`src/rtl/keypad_scan_fifo.sv`:
```
// Column-scanned matrix keypad with debounce, optional auto-repeat and an event FIFO.
// Key index = row*COLS + col; ColOut and RowIn are active-low.
module keypad_scan_fifo #(
   parameter int unsigned ROWS          = 4,
   parameter int unsigned COLS          = 4,
   parameter int unsigned SCAN_DIV      = 4,
   parameter int unsigned DEBOUNCE      = 2,
   parameter int unsigned DEPTH         = 4,
   parameter int unsigned REPEAT_FRAMES = 0,
   localparam int unsigned KW           = $clog2(ROWS*COLS),
   localparam int unsigned CW           = $clog2(DEPTH+1)
) (
   input  logic            clk,
   input  logic            nRST,
   output logic [COLS-1:0] ColOut,
   input  logic [ROWS-1:0] RowIn,
   output logic [KW-1:0]   key_code,
   output logic            key_valid,
   input  logic            key_read,
   output logic [CW-1:0]   fifo_count,
   output logic            overflow,
   input  logic            ovf_clr
);

   localparam int unsigned DIVW = $clog2(SCAN_DIV);
   localparam int unsigned CLW  = $clog2(COLS);
   localparam int unsigned AW   = $clog2(DEPTH);
   localparam int unsigned DW   = $clog2(DEBOUNCE+1);
   localparam int unsigned RW   = (REPEAT_FRAMES > 0) ? $clog2(REPEAT_FRAMES+1) : 1;

   typedef enum logic [1:0] {S_IDLE, S_DEBOUNCE, S_HELD} state_t;

   logic [DIVW-1:0]            div;
   logic [CLW-1:0]             col;
   logic [ROWS-1:0]            row_meta, row_sync;
   logic [COLS-2:0][ROWS-1:0]  frame_q;
   logic [COLS-1:0][ROWS-1:0]  frame_full;
   logic                       sample, frame_done;

   assign sample     = (div == DIVW'(SCAN_DIV-1));
   assign frame_done = sample && (col == CLW'(COLS-1));
   // The last column is taken straight from the synchroniser so the frame can be judged on its final sample.
   assign frame_full = {row_sync, frame_q};

   // Column scanner, row synchroniser and frame capture
   always_ff @(posedge clk or negedge nRST) begin
      if (!nRST) begin
         div      <= '0;
         col      <= '0;
         ColOut   <= ~COLS'(1);
         row_meta <= '1;
         row_sync <= '1;
         frame_q  <= '1;
      end else begin
         row_meta <= RowIn;
         row_sync <= row_meta;
         if (sample) begin
            div <= '0;
            if (frame_done) begin
               col    <= '0;
               ColOut <= ~COLS'(1);
            end else begin
               frame_q[col] <= row_sync;
               col          <= col + CLW'(1);
               ColOut       <= ~(COLS'(1) << (col + CLW'(1)));
            end
         end else begin
            div <= div + DIVW'(1);
         end
      end
   end

   // Classify the completed frame: nkeys saturates at 2 (meaning "multiple")
   logic [1:0]    nkeys;
   logic [KW-1:0] kidx;

   always_comb begin
      nkeys = 2'd0;
      kidx  = '0;
      for (int r = 0; r < int'(ROWS); r++) begin
         for (int c = 0; c < int'(COLS); c++) begin
            if (!frame_full[c][r]) begin
               if (nkeys != 2'd2) nkeys = nkeys + 2'd1;
               kidx = KW'(r*COLS + c);
            end
         end
      end
   end

   state_t        state, state_n;
   logic [KW-1:0] cand, cand_n;
   logic [DW-1:0] cnt, cnt_n;
   logic [RW-1:0] rep, rep_n;
   logic          push_q, push_n;
   logic [KW-1:0] push_code;

   always_ff @(posedge clk or negedge nRST) begin
      if (!nRST) begin
         state     <= S_IDLE;
         cand      <= '0;
         cnt       <= '0;
         rep       <= '0;
         push_q    <= 1'b0;
         push_code <= '0;
      end else begin
         state     <= state_n;
         cand      <= cand_n;
         cnt       <= cnt_n;
         rep       <= rep_n;
         push_q    <= push_n;
         push_code <= cand_n;
      end
   end

   // cnt counts press frames in DEBOUNCE and release frames in HELD
   always_comb begin
      state_n = state;
      cand_n  = cand;
      cnt_n   = cnt;
      rep_n   = rep;
      push_n  = 1'b0;
      if (frame_done) begin
         case (state)
            S_IDLE: begin
               if (nkeys == 2'd1) begin
                  cand_n = kidx;
                  if (DEBOUNCE == 1) begin
                     push_n  = 1'b1;
                     state_n = S_HELD;
                     cnt_n   = '0;
                     rep_n   = '0;
                  end else begin
                     cnt_n   = DW'(1);
                     state_n = S_DEBOUNCE;
                  end
               end
            end
            S_DEBOUNCE: begin
               if (nkeys == 2'd1 && kidx == cand) begin
                  if (cnt + DW'(1) == DW'(DEBOUNCE)) begin
                     push_n  = 1'b1;
                     state_n = S_HELD;
                     cnt_n   = '0;
                     rep_n   = '0;
                  end else begin
                     cnt_n = cnt + DW'(1);
                  end
               end else begin
                  state_n = S_IDLE;
                  cnt_n   = '0;
               end
            end
            S_HELD: begin
               if (nkeys == 2'd0) begin
                  if (cnt + DW'(1) == DW'(DEBOUNCE)) begin
                     state_n = S_IDLE;
                     cnt_n   = '0;
                  end else begin
                     cnt_n = cnt + DW'(1);
                  end
               end else begin
                  cnt_n = '0;
               end
               if (REPEAT_FRAMES > 0) begin
                  if (nkeys == 2'd1 && kidx == cand) begin
                     if (rep + RW'(1) == RW'(REPEAT_FRAMES)) begin
                        push_n = 1'b1;
                        rep_n  = '0;
                     end else begin
                        rep_n = rep + RW'(1);
                     end
                  end else begin
                     rep_n = '0;
                  end
               end
            end
            default: state_n = S_IDLE;
         endcase
      end
   end

   // Event FIFO; key_code/key_valid are registered views of the next head
   logic [KW-1:0] mem [DEPTH];
   logic [AW-1:0] wr_ptr, rd_ptr, rd_next;
   logic [CW-1:0] count_next;
   logic [KW-1:0] head_next;
   logic          full, pop, push_ok;

   assign full       = (fifo_count == CW'(DEPTH));
   assign pop        = key_read && key_valid;
   assign push_ok    = push_q && (!full || pop);
   assign rd_next    = pop ? rd_ptr + AW'(1) : rd_ptr;
   assign count_next = fifo_count + CW'(push_ok) - CW'(pop);
   assign head_next  = (push_ok && rd_next == wr_ptr) ? push_code : mem[rd_next];

   always_ff @(posedge clk) begin
      if (push_ok) mem[wr_ptr] <= push_code;
   end

   always_ff @(posedge clk or negedge nRST) begin
      if (!nRST) begin
         wr_ptr     <= '0;
         rd_ptr     <= '0;
         fifo_count <= '0;
         key_valid  <= 1'b0;
         key_code   <= '0;
         overflow   <= 1'b0;
      end else begin
         if (push_ok) wr_ptr <= wr_ptr + AW'(1);
         rd_ptr     <= rd_next;
         fifo_count <= count_next;
         key_valid  <= (count_next != '0);
         key_code   <= (count_next != '0) ? head_next : '0;
         if (push_q && full && !pop) overflow <= 1'b1;
         else if (ovf_clr)           overflow <= 1'b0;
      end
   end

endmodule

```
`config.mk`:
```
export PLATFORM = sky130hd
export DESIGN_NAME = keypad_scan_fifo
export DESIGN_NICKNAME = d
export VERILOG_FILES = /design/src/rtl/keypad_scan_fifo.sv
export SDC_FILE = /design/constraint.sdc
export NUM_CORES = 1
export LEC_CHECK = 0
export BUFFER_PORTS_ARGS = -buffer_cell sky130_fd_sc_hd__buf_2
export CAP_MARGIN = 40
export CORE_MARGIN = 1.5
export CORE_UTILIZATION = 57
export CTS_CLUSTER_DIAMETER = 40
export CTS_CLUSTER_SIZE = 40
export DETAILED_ROUTE_END_ITERATION = 10
export PLACE_DENSITY = 0.87
export SLEW_MARGIN = 20
export SYNTH_ARGS = -nofsm -noshare
export SYNTH_HDL_FRONTEND = slang
export SYNTH_SLANG_ARGS = --single-unit
```
`constraint.sdc`:
```
create_clock -name clk -period 6.75 [get_ports clk]
set_clock_uncertainty 0.05 [all_clocks]
set_input_delay 0.3375 -clock clk [delete_from_list [all_inputs] [get_ports clk]]
set_output_delay 0.3375 -clock clk [all_outputs]
set_load 0.02 [all_outputs]
```
==> impl_metrics.yaml, run 1 <==
pwr:
  power.total_mw: 1.79
  power_leakage_nw: 2.36
  power_density_nw_per_um2: 301
  vdd_drop_max_mv: 0.362
global_route:
  antenna_found_initial: 0
  grt_max_degree: 35
  first_global_vias: 4037
  grt_usage: 0.278
  overflow: 0
  grt_first_pass_wirelength_um: 19600
yosys:
  synth-seq-area-share: 0.359
  synth-xor-area-share: 0.0375
  yosys.area.top_type: "dfrtp_1"
  synth_compound_area_frac: 0.262
  avgSynthCellArea_sq_um: 10.0
  syn-num-nets: 520
  yosys.area_share.simple: 0.159
  synthFlopType: "dfrtp_1"
  yosysWarnings: 0
  syn_area_sq_um: 4910
  synth_area_leaders: "dfrtp_1 (14%), dfstp_2 (12%), edfxtp_1 (9.8%), ha_1 (5.6%), inv_1 (3.0%)"
  syn_inst: 489
  synth_edf_count: 16
  synth_fa_ha_area_frac: 0.0602
  yosysTopAreaCellShare: 0.138
  synth_commonest_cells: "inv_1 (39), nand2_1 (34), nor2_1 (28)"
  synthDistinctLibCells: 104
  synth-seq-cells: 66
  synth_top_family_by_area: "compound AO/OA/AOI/OAI gates"
  synth.most_common_cell: "inv_1"
  async_reset_ff_frac: 0.758
  synth_mux_area_frac: 0.0721
detailed_routing:
  first_iter_violations: 521
  num_vias: 4451
  viasPerCell: 6.77
  ant_nets: 0
  wl_per_cell_um: 20.6
  routed_wirelength_um: 13500
  drc: 0
  dr.pass1.iters: 6
sta:
  hold_viol: 0
  whs_ns: 0.0271
  worst_pin_slew_ns: 0.813
  fmax_mhz: 150
  setup_viol: 0
  min_period_ns: 6.68
  report.final.slew_viol_count: 0
  maxSlewHeadroom: 0.456
  finalCritPeriodShare: 0.989
floorplanning:
  fp.dieH_um: 95.8
  dieArea_sq_um: 9180
  die_x_um: 95.8
  core_sq_um: 8260
  initial_utilization: 0.594
  rows: 33
  num_io_pins: 21
setup_path:
  cp-end-kind: "flop"
  ff2ff_setup_slack_ns: 0.07
  required_ns: 6.94
  critPathLaunchType: "flop"
  crit_arrival_ns: 6.87
  cp_common_cell: "buf_4"
  path_class: "reg2reg"
  worst-path-max-fanout: 9
  crit_slowest_cell: "dfstp_2"
  slowest_delay_ns: 0.58
clock_network:
  clk_latency_ns: 0.36
  h-tree-depth: 3
  root_buffer: "clkbuf_8"
  cts_tree: "yes"
  cts_buffer_depth: 2
  clk_pin_slew_ns: 0.07
  cts_made_buffers: 9
  cts.sinks: 66
final_layout:
  layout.nets: 578
  finalInstanceArea_sq_um: 5960
  antenna_cells: 0
  drive_above_1_share: 0.361
  areaGrowthSynthToFinish_pct: 21.4
  finish.utilization: 0.722
place:
  dpl_cell_area_sq_um: 5250
  dpl.hpwl_um: 8310
  gp_congestion: 0.927
  portBuffers: 20
hold_path:
  hold_class: "in2reg"
run:
  drv_cap: 0
outcome:
  status: "complete, no violations"
[critical path, delay by kind of cell (launching register included)]
family | cells | cell delay (ns)
buf+inv | 6 | 0.82
mux | 2 | 0.54
compound gates | 12 | 3.09
flops | 1 | 0.58
simple gates | 7 | 1.00
fa+ha+maj | 2 | 0.47
[area by class of cell]
| cell class | instances | area (sq um) |
|---|---|---|
| sequential | 66 | 1760 |
| tap | 105 | 131 |
| clock buffer | 9 | 124 |
| multi-input combinational | 361 | 3210 |
| inverter | 40 | 150 |
| fill | 503 | 2300 |
| timing repair buffer | 69 | 483 |
| clock inverter | 7 | 101 |
[metal layers]
metal	part of all wire	wire length [um]	up-vias	GRT usage
met2	0.49	6630	278	0.460
met1	0.40	5440	2144	0.355
met4	0.041	559	0	0.135
met3	0.065	878	64	0.0419
met5	0	0	-	0
li1	-	-	1965	-
[state kept, by name, summed over array words and instances (netlist names), 3 cells and up]
register,cells
key_code,4
ColOut,4
fifo_count,3
row_meta,4
row_sync,4
mem,16
frame_full,12
push_code,4
[power by group]
part,leakage [nW],internal (mW),switching [mW],total [mW]
registers,0.723,0.482,0.0669,0.549
logic,1.54,0.392,0.476,0.867
clock network,0.106,0.210,0.167,0.377
total,2.36,1.08,0.709,1.79
[repair_timing]
action | 4_1_cts | 5_1_grt
resized for setup | 15 | 48
setup buffers | 6 | 16
hold endpoints to repair | 14 | 0
hold buffers | 1 | 0
pin swaps | 6 | 30
endpoints found under the setup margin | 9 | 9
[worst paths after layout]
path / from / cells after the start / end
worst max register to register: frame_full[4] / 29 / state[0]
max in group asynchronous: nRST / 3 / frame_full[9]
min in group asynchronous: nRST / 2 / push_code[1]
worst max-delay path: frame_full[4] / 29 / state[0]
worst min register to register: row_meta[0] / 0 / row_sync[0]
worst min-delay path: RowIn[3] / 1 / row_meta[3]
[placed cells by master (no fill, tap or decap), types with 4 or more instances in the layout]
cell type,instances
nor3_1,11
clkbuf_8,9
mux4_2,4
a31oi_1,8
nand3_1,14
and2_1,5
inv_1,38
o211ai_1,9
edfxtp_1,16
buf_4,47
o21ai_1,4
o21ai_0,20
buf_2,20
xnor2_1,10
a211oi_2,4
xor2_1,4
nand4_1,6
mux2i_1,13
dfstp_2,23
nand2_1,31
dfrtp_1,27
nor2b_1,5
o22ai_1,4
mux2_2,8
a21boi_0,4
a21oi_1,9
o2111ai_1,4
ha_1,19
nor2_1,25
nand2b_1,10
[cell families after synthesis]
group	Yosys count
xor gates and xnor gates	18
DFF	66
muxes	29
AOI/OAI and AO/OA	148
buffers and inverters	62
adders and majority gates	23
and+or+nand+nor	143
[stage by stage]
step	setup WS, ns	std cells	TNS, ns
final	0.0710	657	0
after CTS	0.00130	641	0
after global routing	-0.140	657	-0.813
after floorplan	0.251	489	0
after global placement	0.0876	617	0
after detailed placement	-0.210	618	-0.408
No activity file was read; power rests on OpenSTA's default activity.
==> inputs of run 2 (changes only) <==
--- a/config.mk
+++ b/config.mk
@@ -7,7 +7,7 @@
 export LEC_CHECK = 0
 export BUFFER_PORTS_ARGS = -buffer_cell sky130_fd_sc_hd__buf_2
 export CAP_MARGIN = 40
-export CORE_MARGIN = 1.5
+export CORE_MARGIN = 3
 export CORE_UTILIZATION = 57
 export CTS_CLUSTER_DIAMETER = 40
 export CTS_CLUSTER_SIZE = 40
==> impl_metrics.yaml, run 2 (synthesis gave the netlist of run 1 again) <==
detailed_routing:
  dr.pass1.iters: 5
  first_iter_violations: 431
  drc: 0
  viasPerCell: 6.79
  wl_per_cell_um: 20.5
  num_vias: 4463
  ant_nets: 0
  routed_wirelength_um: 13500
setup_path:
  cp_num_buf_inv: 3
  path_depth: 27
  path_class: "reg2reg"
  cp_common_cell: "buf_4"
  crit_slowest_cell: "a2111oi_4"
  cp-end-kind: "flop"
  reg2regPathDepth: 27
  critPathLaunchType: "flop"
  crit_family: "compound AO/OA/AOI/OAI gates"
  required_ns: 6.94
  crit_arrival_ns: 6.82
  worst-path-max-fanout: 6
  slowest_delay_ns: 0.49
  ff2ff_setup_slack_ns: 0.11
floorplanning:
  core_sq_um: 8300
  rows: 33
  initial_utilization: 0.591
  fp.dieH_um: 98.8
  die_x_um: 98.8
  num_io_pins: 21
  dieArea_sq_um: 9760
place:
  gp_congestion: 0.907
  dpl.hpwl_um: 8350
  portBuffers: 20
  post-place-cells: 612
final_layout:
  drive_above_1_share: 0.353
  finalNonFillerCells: 657
  final_common_cell: "buf_4"
  top_register: "mem"
  layout_common_cells: "buf_4 (43), inv_1 (37), nand2_1 (32)"
  areaGrowthSynthToFinish_pct: 21.1
  layout.nets: 578
  antenna_cells: 0
  largest_reg_flops: 16
pwr:
  switching_share: 0.410
  power_frac_comb: 0.511
  vdd_drop_max_mv: 0.299
  power_density_nw_per_um2: 289
  seqPwrFrac: 0.323
  p_sw_mw: 0.704
  pwr-share-clk: 0.165
  intPower_mw: 1.01
  power_leakage_nw: 2.35
clock_network:
  cts_made_buffers: 9
  clk_latency_ns: 0.35
  root_buffer: "clkbuf_8"
  h-tree-depth: 3
  cts.sinks: 66
  clk_pin_slew_ns: 0.07
  cts_buffer_depth: 2
  cts_tree: "yes"
sta:
  finalCritPeriodShare: 0.983
  worst_pin_slew_ns: 0.851
  setup_viol: 0
  final.setup.tns_ns: 0
  hold_viol: 0
  report.final.slew_viol_count: 0
  maxSlewHeadroom: 0.428
  fmax_mhz: 151
  min_period_ns: 6.64
outcome:
  status: "complete, no violations"
hold_path:
  min_path_cells: 1
  hold_class: "in2reg"
global_route:
  antenna_found_initial: 0
  grt_max_degree: 30
  overflow: 0
  grt_usage: 0.260
  grt_first_pass_wirelength_um: 20700
  first_global_vias: 4192
run:
  drv_cap: 0
## run 2: changes by cell type in the layout (fill, tap and decap cells not counted), sizes merged
cell and change:
bufinv -2, clkinv +2, buf -1, clkbuf +3, inv -1, clkinvlp -1
## run 2: repair_timing
item / CTS / global route
pin swaps: 14 / 33
resized for setup: 33 / 34
hold buffers: 1 / 0
endpoints found under the setup margin: 9 / 9
buffers inserted: 10 / 17
hold endpoints to repair: 7 / 0
## run 2: cell type report
type                    count  area, sq um
flip-flops and latches     66         1760
multi-input cells         361         3240
clock buffers              11          131
inverters                  40          150
repair buffers             69          500
clock inverters             5         31.3
well taps                 105          131
fillers                   491         2360
## run 2: worst paths after layout
kind                               start           to
setup / recovery           frame_full[4]     state[0]
hold / removal                  RowIn[3]  row_meta[3]
setup reg to reg           frame_full[4]     state[0]
hold reg to reg              row_meta[0]  row_sync[0]
max in group asynchronous           nRST    ColOut[3]
min in group asynchronous           nRST  key_code[1]
## run 2: per-layer routing
metal  up-vias  routed length, um  GRT usage
li1       1980                  -          -
met1      2158               5400      0.339
met2       263               6630      0.433
met3        62                885     0.0418
met4         0                575      0.101
met5         -                  0          0
## run 2: worst reg2reg max path: stages (launching register included)
cell and delay [ns]:
dfstp_2 0.38, buf_4 0.13, ha_1 0.21, buf_4 0.18
and3b_1 0.23, nor4_1 0.45, a32o_1 0.40, xnor2_4 0.18
o311ai_4 0.13, a221oi_2 0.36, mux2i_2 0.28, a311o_2 0.17
buf_4 0.12, nand4_1 0.09, a221o_1 0.37, nand2_2 0.16
nor2_1 0.10, a2111oi_4 0.49, o32ai_2 0.20, a311oi_2 0.31
and2_4 0.23, ha_4 0.20, nand2b_4 0.16, nor2_4 0.08
a41oi_2 0.07, or2_1 0.29, o2111ai_2 0.20, mux2_4 0.32
## run 2: power by group through the flow
stage / combinational [mW] / sequential, mW / clock, mW
floorplan: 0.482 / 0.554 / 0
global placement: 0.627 / 0.549 / 0
detailed placement: 0.667 / 0.555 / 0
CTS: 0.745 / 0.549 / 0.287
global route: 0.931 / 0.562 / 0.302
finish: 0.877 / 0.554 / 0.284
## run 2: metrics by stage
step,cell area (sq um),hold WS (ns),utilization,setup slack (ns),total power [mW]
after floorplan,4910,-0.00809,-,0.251,1.04
after global placement,5180,0.298,0.624,0.0414,1.18
after detailed placement,5200,0.289,0.627,-0.257,1.22
after CTS,5610,0.0219,0.676,0.00215,1.58
after global routing,5940,0.0228,0.716,-0.156,1.79
final,5940,0.0322,0.716,0.114,1.71
==> inputs of run 3 (changes only) <==
--- a/config.mk
+++ b/config.mk
@@ -7,6 +7,7 @@
 export LEC_CHECK = 0
 export BUFFER_PORTS_ARGS = -buffer_cell sky130_fd_sc_hd__buf_2
 export CAP_MARGIN = 40
+export CORE_ASPECT_RATIO = 0.5
 export CORE_MARGIN = 3
 export CORE_UTILIZATION = 57
 export CTS_CLUSTER_DIAMETER = 40
==> impl_metrics.yaml, run 3 (synthesis gave the netlist of run 1 again) <==
outcome:
  status: "finished with violations"
  violations: "negative setup slack"
setup_path:
  worst-path-max-fanout: 7
  timing.rr.start: "frame_full[4]"
  ff2ff_setup_slack_ns: -0.23
  critPathLaunchType: "flop"
  path_class: "reg2reg"
  cp-end-kind: "flop"
  timing.rr.end: "state[0]"
  required_ns: 6.92
  reg2regPathDepth: 27
  crit_arrival_ns: 7.15
detailed_routing:
  num_vias: 4583
  routed_wirelength_um: 14500
  dr.pass1.iters: 6
  first_iter_violations: 771
  ant_nets: 0
  viasPerCell: 7.01
  wl_per_cell_um: 22.2
  drc: 0
pwr:
  pwr-share-clk: 0.261
  switching_share: 0.385
  vdd_drop_max_mv: 0.298
  seqPwrFrac: 0.292
  power.total_mw: 1.92
  power_frac_comb: 0.447
  intPower_mw: 1.18
  p_sw_mw: 0.737
  power_density_nw_per_um2: 319
  power_leakage_nw: 2.38
final_layout:
  antenna_cells: 0
  final_common_cell: "inv_1"
  nFillCells: 478
  areaGrowthSynthToFinish_pct: 22.2
  largest_reg_flops: 16
  layout.nets: 568
  top_register: "mem"
  finish.utilization: 0.734
  finalNonFillerCells: 654
  drive_above_1_share: 0.336
  layout_common_cells: "inv_1 (38), buf_4 (36), nand2_1 (33)"
sta:
  min_period_ns: 6.98
  report.final.slew_viol_count: 0
  layout_setup_ws_ns: -0.229
  maxSlewHeadroom: 0.499
  worst_pin_slew_ns: 0.749
  rsz0062_at_grt: "yes"
  fmax_mhz: 143
  setup_viol: 9
  hold_viol: 0
  finalCritPeriodShare: 1.03
floorplanning:
  dieArea_sq_um: 9830
  die_x_um: 137
  rows: 23
  num_io_pins: 21
  core_sq_um: 8170
  initial_utilization: 0.601
  fp.dieH_um: 71.6
place:
  portBuffers: 20
  dpl.hpwl_um: 7750
  gp_congestion: 0.928
  post-place-cells: 617
  dp_worst_setup_slack_ns: -0.164
clock_network:
  h-tree-depth: 3
  cts_made_buffers: 9
  clk_latency_ns: 0.33
  cts_buffer_depth: 2
  cts.sinks: 66
  cts_tree: "yes"
  root_buffer: "clkbuf_16"
  clk_pin_slew_ns: 0.06
global_route:
  grt_max_degree: 27
  grt_usage: 0.245
  grt_first_pass_wirelength_um: 19500
  antenna_found_initial: 0
  overflow: 0
  first_global_vias: 3960
hold_path:
  holdPathEnd: "row_meta[3]"
  min-delay-start: "RowIn[3]"
  min_path_cells: 1
  hold_class: "in2reg"
run:
  drv_cap: 0
run 3: cell types whose count changed in the layout (fill, tap and decap cells not counted), moves of 2 or more:
| cell | delta |
|---|---|
| clkbuf_8 | -9 |
| clkinv_2 | -3 |
| clkbuf_16 | +9 |
| o2bb2ai_2 | -2 |
| o2bb2ai_1 | +2 |
| buf_4 | -7 |
| buf_12 | -2 |
| bufinv_16 | +2 |
run 3: critical path, stage by stage (launching register included):
cell       delay, ns
dfstp_2         0.57
inv_2           0.06
ha_4            0.25
nor4b_4         0.30
buf_4           0.20
a211o_4         0.15
mux2_2          0.36
o211ai_1        0.33
o211ai_1        0.17
a31oi_2         0.32
nor4_2          0.12
o21ai_1         0.42
nand2_2         0.25
xnor2_4         0.23
o31ai_4         0.07
buf_4           0.18
o311ai_1        0.39
o311a_1         0.34
o32ai_2         0.12
a311oi_2        0.33
and2_4          0.23
ha_4            0.20
nand2b_1        0.17
buf_4           0.16
o21ai_1         0.19
a32o_2          0.22
o2111ai_2       0.14
mux2_4          0.33
run 3: what timing repair did:
item,CTS,global route
hold buffers,1,0
pin swaps,3,35
hold endpoints to repair,2,0
resized for setup,10,51
endpoints found under the setup margin,9,9
buffers inserted,4,16
run 3: metrics by stage:
step	cell area, sq um	setup TNS, ns	hold WS, ns
2_1_floorplan	4910	0	-0.00809
6_report	6000	-0.939	0.0521
5_1_grt	6000	-2.77	0.0487
3_5_place_dp	5200	-0.466	0.297
3_3_place_gp	5170	0	0.295
4_1_cts	5610	0	0.0470
run 3: final cells by class:
cell class              instances  area (sq um)  share of cell area
multi-input cells             361          3210               0.535
flip-flops and latches         66          1760               0.293
repair buffers                 59           419              0.0699
clock buffers                  10           229              0.0382
inverters                      40           150              0.0250
well taps                     112           140              0.0234
clock inverters                 6          88.8              0.0148
run 3: how the worst max path moves through the flow:
stage	from	to	slack (ns)	cells past startpoint
2_1_floorplan	frame_full[0]	state[0]	0.25	27
3_3_place_gp	frame_full[4]	state[0]	0.02	25
3_5_place_dp	frame_full[4]	state[0]	-0.16	25
4_1_cts	frame_full[4]	state[0]	0.02	27
5_1_grt	frame_full[4]	state[0]	-0.43	27
6_report	frame_full[4]	state[0]	-0.23	27
run 3: power by group through the flow:
| stage | Combinational, mW | Sequential, mW | Clock (mW) |
|---|---|---|---|
| floorplan | 0.482 | 0.554 | 0 |
| global placement | 0.624 | 0.549 | 0 |
| detailed placement | 0.651 | 0.555 | 0 |
| CTS | 0.690 | 0.551 | 0.499 |
| global route | 0.900 | 0.564 | 0.519 |
| finish | 0.856 | 0.559 | 0.500 |
run 3: metal layers:
layer | part of all wire | vias to the layer above | global-route usage
li1 | - | 1952 | -
met1 | 0.37 | 2152 | 0.321
met2 | 0.49 | 378 | 0.413
met3 | 0.093 | 101 | 0.0519
met4 | 0.051 | 0 | 0.0785
met5 | 0 | - | 0
